[config.mk]
export PLATFORM = sky130hd
export DESIGN_NAME = pcpi_serial_issue_ctrl
export DESIGN_NICKNAME = d
export VERILOG_FILES = /design/src/rtl/pcpi_serial_issue_ctrl.sv
export SDC_FILE = /design/constraint.sdc
export NUM_CORES = 1
export LEC_CHECK = 0
export BUFFER_PORTS_ARGS = -buffer_cell sky130_fd_sc_hd__buf_2
export CAP_MARGIN = 20
export CORE_AREA = 10 10 136 138
export DETAILED_ROUTE_END_ITERATION = 6
export DIE_AREA = 0 0 146 148
export PLACE_DENSITY_LB_ADDON = 0.1
export SYNTH_ARGS = -nofsm -noshare
export SYNTH_HDL_FRONTEND = slang
export SYNTH_SLANG_ARGS = --single-unit
[constraint.sdc]
create_clock -name clk_i -period 3.61 [get_ports clk_i]
set_input_delay 0.722 -clock clk_i [delete_from_list [all_inputs] [get_ports clk_i]]
set_output_delay 0.722 -clock clk_i [all_outputs]
set_load 0.02 [all_outputs]
[src/rtl/pcpi_serial_issue_ctrl.sv]
// Nibble-serial PCPI sequencer: loads 8 strobed nibbles, issues the instruction, drains the result bytewise.
// Optional issue watchdog: define PCPI_TIMEOUT_EN.

module pcpi_serial_issue_ctrl #(
  parameter int unsigned SYNC_STAGES    = 2,
  parameter int unsigned TIMEOUT_CYCLES = 255
) (
  input  logic        clk_i,
  input  logic        rst_n_i,
  input  logic [3:0]  nib_in_i,
  input  logic        nib_stb_i,
  input  logic        rd_stb_i,
  output logic        pcpi_valid_o,
  output logic [31:0] pcpi_insn_o,
  input  logic        pcpi_ready_i,
  input  logic        pcpi_wr_i,
  input  logic [31:0] pcpi_rd_i,
  input  logic        pcpi_wait_i,
  output logic [7:0]  res_byte_o,
  output logic        res_valid_o,
  output logic [2:0]  nib_cnt_o,
  output logic        busy_o,
  output logic        done_o,
  output logic        err_o
);

  typedef enum logic [1:0] {
    ST_LOAD  = 2'b00,
    ST_ISSUE = 2'b01,
    ST_DRAIN = 2'b10
  } state_e;

  logic [SYNC_STAGES-1:0]      nib_stb_sync_q;
  logic [SYNC_STAGES-1:0]      rd_stb_sync_q;
  logic [SYNC_STAGES-1:0][3:0] nib_sync_q;
  logic                        nib_stb_hist_q;
  logic                        rd_stb_hist_q;
  logic                        nib_edge_s;
  logic                        rd_edge_s;
  logic [3:0]                  nib_data_s;

  state_e      state_q, state_d;
  logic [2:0]  nib_cnt_q, nib_cnt_d;
  logic [1:0]  idx_q, idx_d;
  logic [31:0] insn_q, insn_d;
  logic [31:0] result_q, result_d;
  logic        valid_q, valid_d;
  logic        res_valid_q, res_valid_d;
  logic [7:0]  res_byte_q, res_byte_d;
  logic        done_q, done_d;
  logic        busy_q, busy_d;

`ifdef PCPI_TIMEOUT_EN
  localparam logic [7:0] TMO_LAST = 8'(TIMEOUT_CYCLES - 1);
  logic [7:0] tmo_q, tmo_d;
  logic       err_q, err_d;
`else
  logic       unused_wait_s;
  assign unused_wait_s = pcpi_wait_i;
`endif

  // Pin synchronizers; data travels with its strobe so the captured nibble is aligned
  always_ff @(posedge clk_i) begin
    if (!rst_n_i) begin
      nib_stb_sync_q <= '0;
      rd_stb_sync_q  <= '0;
      nib_sync_q     <= '0;
      nib_stb_hist_q <= 1'b0;
      rd_stb_hist_q  <= 1'b0;
    end else begin
      nib_stb_sync_q[0] <= nib_stb_i;
      rd_stb_sync_q[0]  <= rd_stb_i;
      nib_sync_q[0]     <= nib_in_i;
      for (int i = 1; i < int'(SYNC_STAGES); i++) begin
        nib_stb_sync_q[i] <= nib_stb_sync_q[i-1];
        rd_stb_sync_q[i]  <= rd_stb_sync_q[i-1];
        nib_sync_q[i]     <= nib_sync_q[i-1];
      end
      nib_stb_hist_q <= nib_stb_sync_q[SYNC_STAGES-1];
      rd_stb_hist_q  <= rd_stb_sync_q[SYNC_STAGES-1];
    end
  end

  assign nib_edge_s = nib_stb_sync_q[SYNC_STAGES-1] & ~nib_stb_hist_q;
  assign rd_edge_s  = rd_stb_sync_q[SYNC_STAGES-1] & ~rd_stb_hist_q;
  assign nib_data_s = nib_sync_q[SYNC_STAGES-1];

  // Sequencer next-state and registered-output logic
  always_comb begin
    state_d     = state_q;
    nib_cnt_d   = nib_cnt_q;
    idx_d       = idx_q;
    insn_d      = insn_q;
    result_d    = result_q;
    valid_d     = valid_q;
    res_valid_d = res_valid_q;
    res_byte_d  = res_byte_q;
    done_d      = 1'b0;
`ifdef PCPI_TIMEOUT_EN
    tmo_d       = tmo_q;
    err_d       = err_q;
`endif
    case (state_q)
      ST_LOAD: begin
        if (nib_edge_s) begin
          insn_d[{nib_cnt_q, 2'b00} +: 4] = nib_data_s;
          nib_cnt_d = nib_cnt_q + 3'd1;
`ifdef PCPI_TIMEOUT_EN
          if (nib_cnt_q == 3'd0) begin
            err_d = 1'b0;
          end else begin
            err_d = err_q;
          end
`endif
          if (nib_cnt_q == 3'd7) begin
            state_d = ST_ISSUE;
            valid_d = 1'b1;
`ifdef PCPI_TIMEOUT_EN
            tmo_d   = 8'd0;
`endif
          end else begin
            state_d = ST_LOAD;
          end
        end else begin
          state_d = ST_LOAD;
        end
      end
      ST_ISSUE: begin
        // Strobe edges are consumed by the history flops here and never replayed
        if (pcpi_ready_i && valid_q) begin
          valid_d = 1'b0;
          if (pcpi_wr_i) begin
            result_d    = pcpi_rd_i;
            idx_d       = 2'd0;
            res_valid_d = 1'b1;
            res_byte_d  = pcpi_rd_i[7:0];
            state_d     = ST_DRAIN;
          end else begin
            done_d  = 1'b1;
            state_d = ST_LOAD;
          end
        end
`ifdef PCPI_TIMEOUT_EN
        else if (pcpi_wait_i) begin
          tmo_d = 8'd0;
        end else if (tmo_q == TMO_LAST) begin
          valid_d = 1'b0;
          err_d   = 1'b1;
          done_d  = 1'b1;
          state_d = ST_LOAD;
        end else begin
          tmo_d = tmo_q + 8'd1;
        end
`else
        else begin
          state_d = ST_ISSUE;
        end
`endif
      end
      ST_DRAIN: begin
        if (rd_edge_s) begin
          idx_d = idx_q + 2'd1;
          if (idx_q == 2'd3) begin
            res_valid_d = 1'b0;
            res_byte_d  = 8'h00;
            done_d      = 1'b1;
            state_d     = ST_LOAD;
          end else begin
            res_byte_d = result_q[{idx_d, 3'b000} +: 8];
          end
        end else begin
          state_d = ST_DRAIN;
        end
      end
      default: begin
        state_d     = ST_LOAD;
        nib_cnt_d   = 3'd0;
        idx_d       = 2'd0;
        valid_d     = 1'b0;
        res_valid_d = 1'b0;
        res_byte_d  = 8'h00;
      end
    endcase
    busy_d = !((state_d == ST_LOAD) && (nib_cnt_d == 3'd0));
  end

  // State and output registers
  always_ff @(posedge clk_i) begin
    if (!rst_n_i) begin
      state_q     <= ST_LOAD;
      nib_cnt_q   <= 3'd0;
      idx_q       <= 2'd0;
      insn_q      <= 32'h0;
      result_q    <= 32'h0;
      valid_q     <= 1'b0;
      res_valid_q <= 1'b0;
      res_byte_q  <= 8'h00;
      done_q      <= 1'b0;
      busy_q      <= 1'b0;
    end else begin
      state_q     <= state_d;
      nib_cnt_q   <= nib_cnt_d;
      idx_q       <= idx_d;
      insn_q      <= insn_d;
      result_q    <= result_d;
      valid_q     <= valid_d;
      res_valid_q <= res_valid_d;
      res_byte_q  <= res_byte_d;
      done_q      <= done_d;
      busy_q      <= busy_d;
    end
  end

`ifdef PCPI_TIMEOUT_EN
  // Watchdog counter and sticky error
  always_ff @(posedge clk_i) begin
    if (!rst_n_i) begin
      tmo_q <= 8'd0;
      err_q <= 1'b0;
    end else begin
      tmo_q <= tmo_d;
      err_q <= err_d;
    end
  end
  assign err_o = err_q;
`else
  assign err_o = 1'b0;
`endif

  assign pcpi_valid_o = valid_q;
  assign pcpi_insn_o  = insn_q;
  assign res_byte_o   = res_byte_q;
  assign res_valid_o  = res_valid_q;
  assign nib_cnt_o    = nib_cnt_q;
  assign busy_o       = busy_q;
  assign done_o       = done_q;

endmodule

==> After elaboration in Yosys (flattened, before gate mapping) <==
Index checks and enable logic that the tools add are counted.
{ "totals": {"output_inout_bits": 48, "regBits": 97, "input_bits": 43, "wordCells": 83} }
{ "classes": {"n_reduce_logical": 12, "n_bitwise": 6, "add_sub_neg": 3, "n_eq_ne": 10, "n_shift": 3, "n_mux": 33} }
{ "op_table": {"columns": ["op", "n"], "rows": [
  ["bitwise mux 32 bit", 1],
  ["two-way mux 8 bit", 4],
  ["variable shift 4 x 7 -> 32 bit (first input constant)", 1],
  ["variable part select 32 x 6 -> 8 bit", 1],
  ["variable part select 4 x 7 -> 32 bit", 1],
  ["case mux 8 bit (3 select lines)", 1],
  ["two-way mux 2 bit", 8],
  ["two-way mux 1 bit", 12],
  ["inequality test 2 bit (second input constant)", 6],
  ["case mux 2 bit (3 select lines)", 2],
  ["AND reduction 4 bit", 2],
  ["negation 5 -> 7 bit", 1],
  ["case mux 1 bit (3 select lines)", 2],
  ["case mux 3 bit (2 select lines)", 1],
  ["AND reduction 5 bit", 1],
  ["== test 2 bit (second input constant)", 2],
  ["zero test 2 bit", 2],
  ["NOT 1 bit", 4],
  ["adder 3 x 1 -> 3 bit (second input constant)", 1],
  ["== test 3 bit (second input constant)", 1],
  ["zero test 3 bit", 1],
  ["two-way mux 3 bit", 1],
  ["AND reduction 3 bit", 1],
  ["adder 2 x 1 -> 2 bit (second input constant)", 1],
  ["7 further kinds", 9]
]} }

==> Logic depth before layout (Yosys ltp) <==
Gate-level depths: netlist of the first run.
{ "depth": {"ltp_word": 7, "ltp_mapped": 8, "depth_no_buf": 7} }

==> Worst setup path after synthesis of the first run <==
No wires, ideal clock.
{ "synth_timing": {"path_type": "register -> register", "startpoint": "register nib_cnt_q[0] (netlist: nib_cnt_o[0])", "endpoint": "register insn_q[10] (netlist: pcpi_insn_o[10])", "path_slack_ns": 1.441, "setup_time_ns": 0.128, "path_stages_with_launch": 9, "arrival_ns": 2.041, "required_ns": 3.482, "n_path_buf": 1, "period_less_slack_ns": 2.169, "cell_sequence": "dfxtp_1 -> buf_2 -> inv_1 -> ha_1 -> ha_1 -> o31ai_1 -> nor2_1 -> mux2i_1 -> nor2_1"} }
{ "synth_via": {"elab_chain_cells": 3, "elab_cells_between_ends": 4} }
{ "synth_lines": {"columns": ["element", "line_no", "text"], "rows": [
  ["start, declared", "43", "logic [2:0] nib_cnt_q, nib_cnt_d;"],
  ["start signal, assigned", "202", "nib_cnt_q <= nib_cnt_d;"],
  ["negation 5 -> 7 bit (*)", "106", "insn_d[{nib_cnt_q, 2'b00} +: 4] = nib_data_s;"],
  ["variable part select 4 x 7 -> 32 bit / variable shift 4 x 7 -> 32 bit (equally long branches)", "106", null],
  ["bitwise mux 32 bit (*)", "106", null],
  ["end signal, assigned", "204", "insn_q <= insn_d;"],
  ["end, declared", "45", "logic [31:0] insn_q, insn_d;"]
]} }
Mark *: on every way between the ends. The rest lies on a longest branch, timed or not.
A chain may end at the register's enable or synchronous reset.

==> Final worst setup path of the first run <==
{ "layout_timing": {"startpoint": "register nib_cnt_q[0] (netlist: nib_cnt_o[0])", "endpoint": "register insn_q[15] (netlist: pcpi_insn_o[15])"} }
The elaborated chain is that of the path after synthesis.

==> impl_metrics.env, run 1 <==
export IMPL_io_buffers=88
export IMPL_die_w_um=146
export IMPL_holdWs_ps=434
export IMPL_insertion_delay_ps=350
export IMPL_rrSetupSlack_ps=1160
export IMPL_finalMaxSlewViolations=0
export IMPL_fillCellCount=1678
export IMPL_fin_ws_ps=1160
export IMPL_yosys_warnings=0
export IMPL_cts_tree="yes"
export IMPL_fmax_mhz=408
export IMPL_clockBufferDepth=2
export IMPL_rsz0062_at_grt="no"
export IMPL_required_ps=3810
export IMPL_vias_per_cell=4.43
export IMPL_relSlewSlack_pct=49.6
export IMPL_grt_overflow=0
export IMPL_avgSynthCellArea_um2=9.56
export IMPL_dp_hpwl_mm=8.32
export IMPL_ios=91
export IMPL_cts_resized_gates=0
export IMPL_worst_slew_pin_slew_ps=756
export IMPL_synthArstFlopShare_pct=0
export IMPL_crit_chain="inv_1 -> ha_1 -> ha_1 -> o31ai_1 -> nor2_1 -> mux2i_1 -> nor2_1"
export IMPL_yosysSeqAreaShare_pct=48.1
export IMPL_postSynthCellCount=422
export IMPL_dp_slack_ps=1120
export IMPL_hp_class="reg -> reg"
export IMPL_clk_pin_slew_worst_paths_ps=70
export IMPL_finalCritPeriodShare_pct=67.9
export IMPL_grt_pass1_wl_mm=18.6
export IMPL_cts_htree_levels=3
export IMPL_syn_nets=477
export IMPL_cp_start_kind="flip-flop"
export IMPL_max_cap_violations=0
export IMPL_synth_edf_count=0
export IMPL_clock_skew_ps=8.24
export IMPL_hold_viol_final=0
export IMPL_drt_wirelength_per_cell_um=15.9
export IMPL_wirelength_mm=11.5
export IMPL_leakagePower_nw=2.02
export IMPL_grt_pass1_vias=3376
export IMPL_fin_nets=557
export IMPL_critical_path_max_stage_delay_ps=650
export IMPL_n_antenna_cell=0
export IMPL_drive_gt1_share_pct=25.2
export IMPL_cts_made_buffers=9
export IMPL_cp_arrival_ps=2660
export IMPL_antenna_found_initial=0
export IMPL_dieArea_um2=21600
export IMPL_grt_max_degree=69
export IMPL_crit_fanout=14
export IMPL_row_count=46
export IMPL_synth_top_area_share_pct=48.1
export IMPL_powerDensity_nw_per_um2=478
export IMPL_root_buffer="clkbuf_16"
export IMPL_yosysTopAreaCell="dfxtp_1"
export IMPL_initial_utilization_pct=25.7
export IMPL_synth_cell_types=45
export IMPL_yosys_most_used_dff="dfxtp_1"
export IMPL_ys_ff_latch=97
export IMPL_hold_buffers=0
export IMPL_core_um2=15700
export IMPL_ys_top_cells_by_area="dfxtp_1 (48%), mux2i_1 (7.9%), nand2_1 (6.6%)"
export IMPL_netlist_area_um2=4030
export IMPL_setup_tns_ps=0
export IMPL_status="complete, no violations"
export IMPL_drtAntennaViolNets=0
export IMPL_crit_path_end_kind="flip-flop"
export IMPL_cp_slowest_cell="dfxtp_1"
export IMPL_worst_setup_path_type="reg -> reg"
export IMPL_drc=0
export IMPL_cts_sinks=97
export IMPL_period_minus_slack_ps=2450
export IMPL_postCtsSetupBuffers=0
export IMPL_setup_viol=0
export IMPL_vias=3202
export IMPL_drt_iter0_markers=144
export IMPL_track_usage_pct=10.8
export IMPL_area_growth_pct=25.3
export IMPL_dr_pass1_iters=6
export IMPL_place_gp_congestion=0.743
export IMPL_fp_dieH_um=148
export IMPL_irDropWorstVdd_mv=0.226
Yosys cell counts (8+ instances only):
| library cell | number |
|---|---|
| dfxtp_1 | 97 |
| nand2_1 | 71 |
| nor2_1 | 40 |
| mux4_2 | 8 |
| clkbuf_1 | 15 |
| a21oi_1 | 38 |
| o2bb2ai_1 | 8 |
| and2_1 | 21 |
| ha_1 | 12 |
| nand3_1 | 9 |
| mux2i_1 | 32 |
kinds of logic after synthesis:
| logic type | after synthesis | synth area share, % |
|---|---|---|
| AO/OA/AOI/OAI | 66 | 10.5 |
| flip-flops | 97 | 48.1 |
| AND/OR/NAND/NOR | 174 | 21.3 |
| adder cells (fa/ha/maj) | 12 | 3.72 |
| other | 1 | 0.0930 |
| buffers and inverters | 31 | 3.54 |
| multiplexers | 41 | 12.7 |
routing by layer:
metal  vias up  GRT usage (%)  routed length, µm
li1       1614              -                  -
met1      1517           12.8               5130
met2        59           18.0               5620
met3        12           3.36                571
met4         0           3.80                146
met5         -              0                  0
worst max-delay path: cells and delay by family, from the launching register on:
family,cells,cell delay (ps)
AND/OR/NAND/NOR,2,470
adder cells (fa/ha/maj),2,630
buffers and inverters,1,140
flip-flops,1,650
AO/OA/AOI/OAI,1,160
multiplexers,1,250
cell usage in the layout (no fill, tap or decap), types with 3 or more instances in the layout:
cell type / instances
buf_4: 4
o21ai_0: 3
ha_1: 12
nand2b_1: 4
clkbuf_16: 9
and2_1: 21
a22oi_1: 7
and3_1: 6
a21oi_1: 38
nor2_1: 39
buf_2: 88
o2bb2ai_1: 8
inv_1: 7
nand2_1: 71
mux2i_1: 32
mux4_2: 8
a31oi_1: 3
bufinv_16: 5
dfxtp_1: 97
nor3_2: 3
nand3_1: 9
nand4b_1: 5
report_power, final:
| group | switching, W | total (W) | internal [W] |
|---|---|---|---|
| registers | 0.00000847 | 0.00109 | 0.00108 |
| logic | 0.0000473 | 0.0000791 | 0.0000318 |
| clock network | 0.000432 | 0.00125 | 0.000819 |
| total | 0.000488 | 0.00242 | 0.00193 |
stage by stage:
stage,instances,area [µm²],total power (W),util (%)
finish,723,5050,0.00242,32.2
global route,723,5050,0.00251,32.2
CTS,723,5050,0.00246,32.2
detailed placement,707,4660,0.00119,29.7
global placement,707,4660,0.00119,29.7
floorplan,422,4030,0.00115,-
registers in the layout, summed over array words and instances (netlist names):
register	cells
nib_stb_hist_q	1
nib_sync_q	4
res_valid_o	1
res_byte_o	8
busy_o	1
nib_data_s	4
rd_stb_hist_q	1
rd_stb_sync_q	2
pcpi_valid_o	1
idx_q	2
done_o	1
result_q	32
nib_cnt_o	3
pcpi_insn_o	32
state_q	2
nib_stb_sync_q	2
final timing paths:
kind | cells past startpoint | start | end
setup / recovery | 7 | nib_cnt_o[0] | pcpi_insn_o[15]
hold / removal | 1 | nib_stb_sync_q[0] | nib_stb_sync_q[1]
setup reg to reg | 7 | nib_cnt_o[0] | pcpi_insn_o[15]
hold reg to reg | 1 | nib_stb_sync_q[0] | nib_stb_sync_q[1]
cell type report:
type | count | area (µm²) | area share [%]
Clock buffer | 9 | 225 | 4.46
Clock inverter | 7 | 164 | 3.24
Inverter | 8 | 30.0 | 0.594
Multi-Input combinational cell | 294 | 1950 | 38.6
Sequential cell | 97 | 1940 | 38.4
Tap cell | 216 | 270 | 5.35
Timing Repair Buffer | 92 | 470 | 9.31
Note: power is estimated with default switching activity, not from simulation.
==> run 2: changes to the inputs <==
clock period = 2.34 ns   (was 3.61 ns; I/O delays follow)
==> impl_metrics.env, run 2 (synthesized netlist as in run 1, its figures left out) <==
export IMPL_status="complete, no violations"
export IMPL_setup_tns_ps=0
export IMPL_leakagePower_nw=2.00
export IMPL_relSlewSlack_pct=49.8
export IMPL_period_minus_slack_ps=2030
export IMPL_grt_pass1_vias=3337
export IMPL_stdcell_area_um2=5010
export IMPL_irDropWorstVdd_mv=0.334
export IMPL_vias_per_cell=4.44
export IMPL_root_buffer="clkbuf_16"
export IMPL_powerDensity_nw_per_um2=644
export IMPL_drtAntennaViolNets=0
export IMPL_die_w_um=146
export IMPL_drc=0
export IMPL_pwr_share_seq_pct=51.8
export IMPL_cp_arrival_ps=2240
export IMPL_vias=3243
export IMPL_hold_viol_final=0
export IMPL_max_cap_violations=0
export IMPL_ios=91
export IMPL_io_buffers=88
export IMPL_final_util_pct=31.9
export IMPL_core_um2=15700
export IMPL_n_antenna_cell=0
export IMPL_fin_nets=564
export IMPL_row_count=46
export IMPL_p_switching_w=0.000782
export IMPL_clock_skew_ps=10.7
export IMPL_postCtsSetupBuffers=0
export IMPL_dp_hpwl_mm=8.39
export IMPL_wirelength_mm=11.6
export IMPL_antenna_found_initial=0
export IMPL_clk_pin_slew_worst_paths_ps=70
export IMPL_drt_iter0_markers=147
export IMPL_crit_fanout=6
export IMPL_final_cell_mix="dfxtp_1 (97), buf_2 (88), nand2_1 (71), nor2_1 (39), a21oi_1 (38)"
export IMPL_dieArea_um2=21600
export IMPL_finalCritPeriodShare_pct=86.8
export IMPL_top_usage_layer="met2"
export IMPL_layout_commonest_cell="dfxtp_1"
export IMPL_dp_slack_ps=339
export IMPL_grt_pass1_wl_mm=18.1
export IMPL_finalMaxSlewViolations=0
export IMPL_track_usage_pct=10.6
export IMPL_hold_buffers=0
export IMPL_cts_resized_gates=0
export IMPL_cts_made_buffers=9
export IMPL_rsz0062_at_grt="no"
export IMPL_grt_max_degree=69
export IMPL_place_gp_congestion=0.785
export IMPL_fmax_mhz=492
export IMPL_required_ps=2550
export IMPL_fp_dieH_um=148
export IMPL_cts_htree_levels=3
export IMPL_p_int_w=0.00245
export IMPL_grt_use_met3_pct=3.14
export IMPL_dr_pass1_iters=4
export IMPL_worst_setup_path_type="reg -> reg"
export IMPL_area_growth_pct=24.2
export IMPL_grt_overflow=0
export IMPL_drive_gt1_share_pct=26.3
export IMPL_cp_start_kind="flip-flop"
export IMPL_insertion_delay_ps=350
export IMPL_gr_usage_met2_pct=17.3
export IMPL_clkPwrFrac_pct=44.2
export IMPL_initial_utilization_pct=25.7
export IMPL_swShare_pct=24.2
export IMPL_combPwrFrac_pct=4.0
export IMPL_cts_sinks=97
export IMPL_holdWs_ps=327
export IMPL_setup_viol=0
export IMPL_grt_met1_usage_pct=12.5
export IMPL_clockBufferDepth=2
export IMPL_hp_class="in -> reg"
export IMPL_crit_path_end_kind="flip-flop"
export IMPL_drt_wirelength_per_cell_um=15.8
export IMPL_fin_ws_ps=309
export IMPL_place_area_um2=4730
export IMPL_worst_slew_pin_slew_ps=753
export IMPL_cts_tree="yes"
run 2: changes by cell type in the layout (fill, tap and decap cells not counted), sizes merged:
cell and change:
clkinvlp +1, buf +7, inv +1, bufinv -5, clkinv +3
run 2: power groups by stage:
stage	Sequential [W]	Combinational [W]	Clock (W)
floorplan	0.00171	0.0000615	0
global placement	0.00171	0.000130	0
detailed placement	0.00171	0.000131	0
CTS	0.00167	0.000131	0.00149
global route	0.00167	0.000143	0.00154
finish	0.00167	0.000128	0.00143
run 2: per-layer routing:
metal  wire length [µm]  share of wire [%]
met1               5230                 45
met2               5520                 48
met3                572                4.9
met4                230                2.0
met5                  0                  0
run 2: stage by stage:
| stage | power, W | std cells |
|---|---|---|
| after floorplan | 0.00177 | 422 |
| after global placement | 0.00184 | 714 |
| after detailed placement | 0.00184 | 714 |
| after CTS | 0.00329 | 730 |
| after global routing | 0.00336 | 730 |
| final | 0.00323 | 730 |
run 2: path summary, 6_finish.rpt:
path                                     from        endpoint  slack (ps)  cells after the start
worst max-delay path             nib_cnt_o[0]  pcpi_insn_o[4]         310                      7
worst min-delay path              nib_in_i[1]   nib_sync_q[1]         330                      2
worst max register to register   nib_cnt_o[0]  pcpi_insn_o[4]         310                      7
worst min register to register  nib_sync_q[3]   nib_data_s[3]         430                      1
run 2: cell type report:
type / count / area, µm²
timing repair buffer: 99 / 536
clock buffer: 9 / 225
multi-input combinational: 294 / 1950
inverter: 8 / 30.0
clock inverter: 7 / 55.1
tap: 216 / 270
sequential: 97 / 1940
fill: 1675 / 10700
run 2: critical path: stages, from the launching register on:
cell and delay, ps:
dfxtp_1 330, inv_1 60, ha_1 200, ha_1 410
o31ai_1 160, nor2_1 430, mux2i_1 250, nor2_1 50
==> run 3: changes to the inputs <==
clock period = 1.9 ns   (was 2.34 ns; I/O delays follow)
==> impl_metrics.env, run 3 (synthesized netlist as in run 1, its figures left out) <==
export IMPL_status="complete, no violations"
export IMPL_insertion_delay_ps=360
export IMPL_vias_per_cell=4.37
export IMPL_antenna_found_initial=0
export IMPL_vias=3259
export IMPL_leakagePower_nw=2.08
export IMPL_relSlewSlack_pct=65.2
export IMPL_n_antenna_cell=0
export IMPL_p_switching_w=0.000933
export IMPL_ios=91
export IMPL_cts_htree_levels=3
export IMPL_drt_iter0_markers=190
export IMPL_max_cap_violations=0
export IMPL_fin_ws_ps=129
export IMPL_die_w_um=146
export IMPL_clkPwrFrac_pct=43.3
export IMPL_finalPower_w=0.00394
export IMPL_row_count=46
export IMPL_clockBufferDepth=2
export IMPL_cp_arrival_ps=2000
export IMPL_final_cell_mix="dfxtp_1 (95), buf_2 (88), nand2_1 (71), a21oi_1 (38), nor2_1 (36)"
export IMPL_initial_utilization_pct=25.7
export IMPL_crit_path_end_kind="flip-flop"
export IMPL_layout_commonest_cell="dfxtp_1"
export IMPL_hold_viol_final=0
export IMPL_required_ps=2130
export IMPL_grt_pass1_vias=3428
export IMPL_grt_max_degree=50
export IMPL_dieArea_um2=21600
export IMPL_place_area_um2=4880
export IMPL_clock_skew_ps=10.8
export IMPL_finalCritPeriodShare_pct=93.2
export IMPL_worst_setup_path_type="reg -> reg"
export IMPL_finalMaxSlewViolations=0
export IMPL_drc=0
export IMPL_pwr_share_seq_pct=52.3
export IMPL_swShare_pct=23.7
export IMPL_fp_dieH_um=148
export IMPL_period_minus_slack_ps=1770
export IMPL_dr_pass1_iters=4
export IMPL_cts_tree="yes"
export IMPL_irDropWorstVdd_mv=0.425
export IMPL_hp_class="in -> reg"
export IMPL_setup_tns_ps=0
export IMPL_wirelength_mm=11.6
export IMPL_root_buffer="clkbuf_16"
export IMPL_final_util_pct=32.9
export IMPL_drt_wirelength_per_cell_um=15.5
export IMPL_drtAntennaViolNets=0
export IMPL_grt_pass1_wl_mm=18.6
export IMPL_area_growth_pct=28.2
export IMPL_p_int_w=0.00301
export IMPL_cts_made_buffers=9
export IMPL_hold_buffers=0
export IMPL_dp_hpwl_mm=8.51
export IMPL_core_um2=15700
export IMPL_rsz0062_at_grt="no"
export IMPL_place_gp_congestion=0.735
export IMPL_setup_viol=0
export IMPL_stdcell_area_um2=5170
export IMPL_clk_pin_slew_worst_paths_ps=70
export IMPL_fin_nets=581
export IMPL_fmax_mhz=565
export IMPL_crit_fanout=6
export IMPL_drive_gt1_share_pct=30.0
export IMPL_grt_overflow=0
export IMPL_io_buffers=88
export IMPL_worst_slew_pin_slew_ps=522
export IMPL_dp_slack_ps=44.3
export IMPL_cp_start_kind="flip-flop"
export IMPL_cts_sinks=97
export IMPL_combPwrFrac_pct=4.3
export IMPL_powerDensity_nw_per_um2=762
export IMPL_track_usage_pct=10.8
-- run 3: timing repair --
action | CTS | global route
endpoints found under the setup margin | 0 | 19
endpoints found under the hold margin | 0 | 0
gates resized for setup | 0 | 3
buffers inserted | 0 | 2
-- run 3: area by class of cell --
cell class	instances	area [µm²]
clock buffer	9	225
clock inverter	6	42.5
fill	1660	10500
inverter	8	30.0
multi-input combinational	294	1980
sequential	97	1950
tap	216	270
timing repair buffer	116	676
-- run 3: power by group through the flow --
stage | Sequential [W] | Clock [W] | Combinational [W]
final | 0.00206 | 0.00171 | 0.000171
after global routing | 0.00206 | 0.00184 | 0.000191
after CTS | 0.00206 | 0.00179 | 0.000175
after detailed placement | 0.00211 | 0 | 0.000174
after global placement | 0.00211 | 0 | 0.000175
after floorplan | 0.00211 | 0 | 0.0000806
-- run 3: path summary, 6_finish.rpt --
kind	to	cells after the start	start	slack (ps)
setup / recovery	pcpi_insn_o[5]	7	nib_cnt_o[1]	130
hold / removal	nib_sync_q[1]	2	nib_in_i[1]	240
setup reg to reg	pcpi_insn_o[5]	7	nib_cnt_o[1]	130
hold reg to reg	nib_data_s[0]	1	nib_sync_q[0]	430
-- run 3: stage by stage --
stage	hold WS, ps	std cells
2_1_floorplan	412	422
3_3_place_gp	416	729
3_5_place_dp	417	729
4_1_cts	219	744
5_1_grt	219	746
6_report	239	746
-- run 3: worst max-delay path: stages, from the launching register on --
cell and delay (ps):
dfxtp_2 380, inv_1 80, ha_1 210, ha_4 320, o31ai_2 120, nor2_2 260
mux2i_1 230, nor2_1 50
-- run 3: per-layer routing --
metal / global-route usage, % / vias to the layer above / wire [µm]
met2: 17.7 / 60 / 5470
met5: 0 / - / 0
met3: 3.69 / 13 / 556
met1: 12.8 / 1527 / 5370
li1: - / 1659 / -
met4: 4.00 / 0 / 172
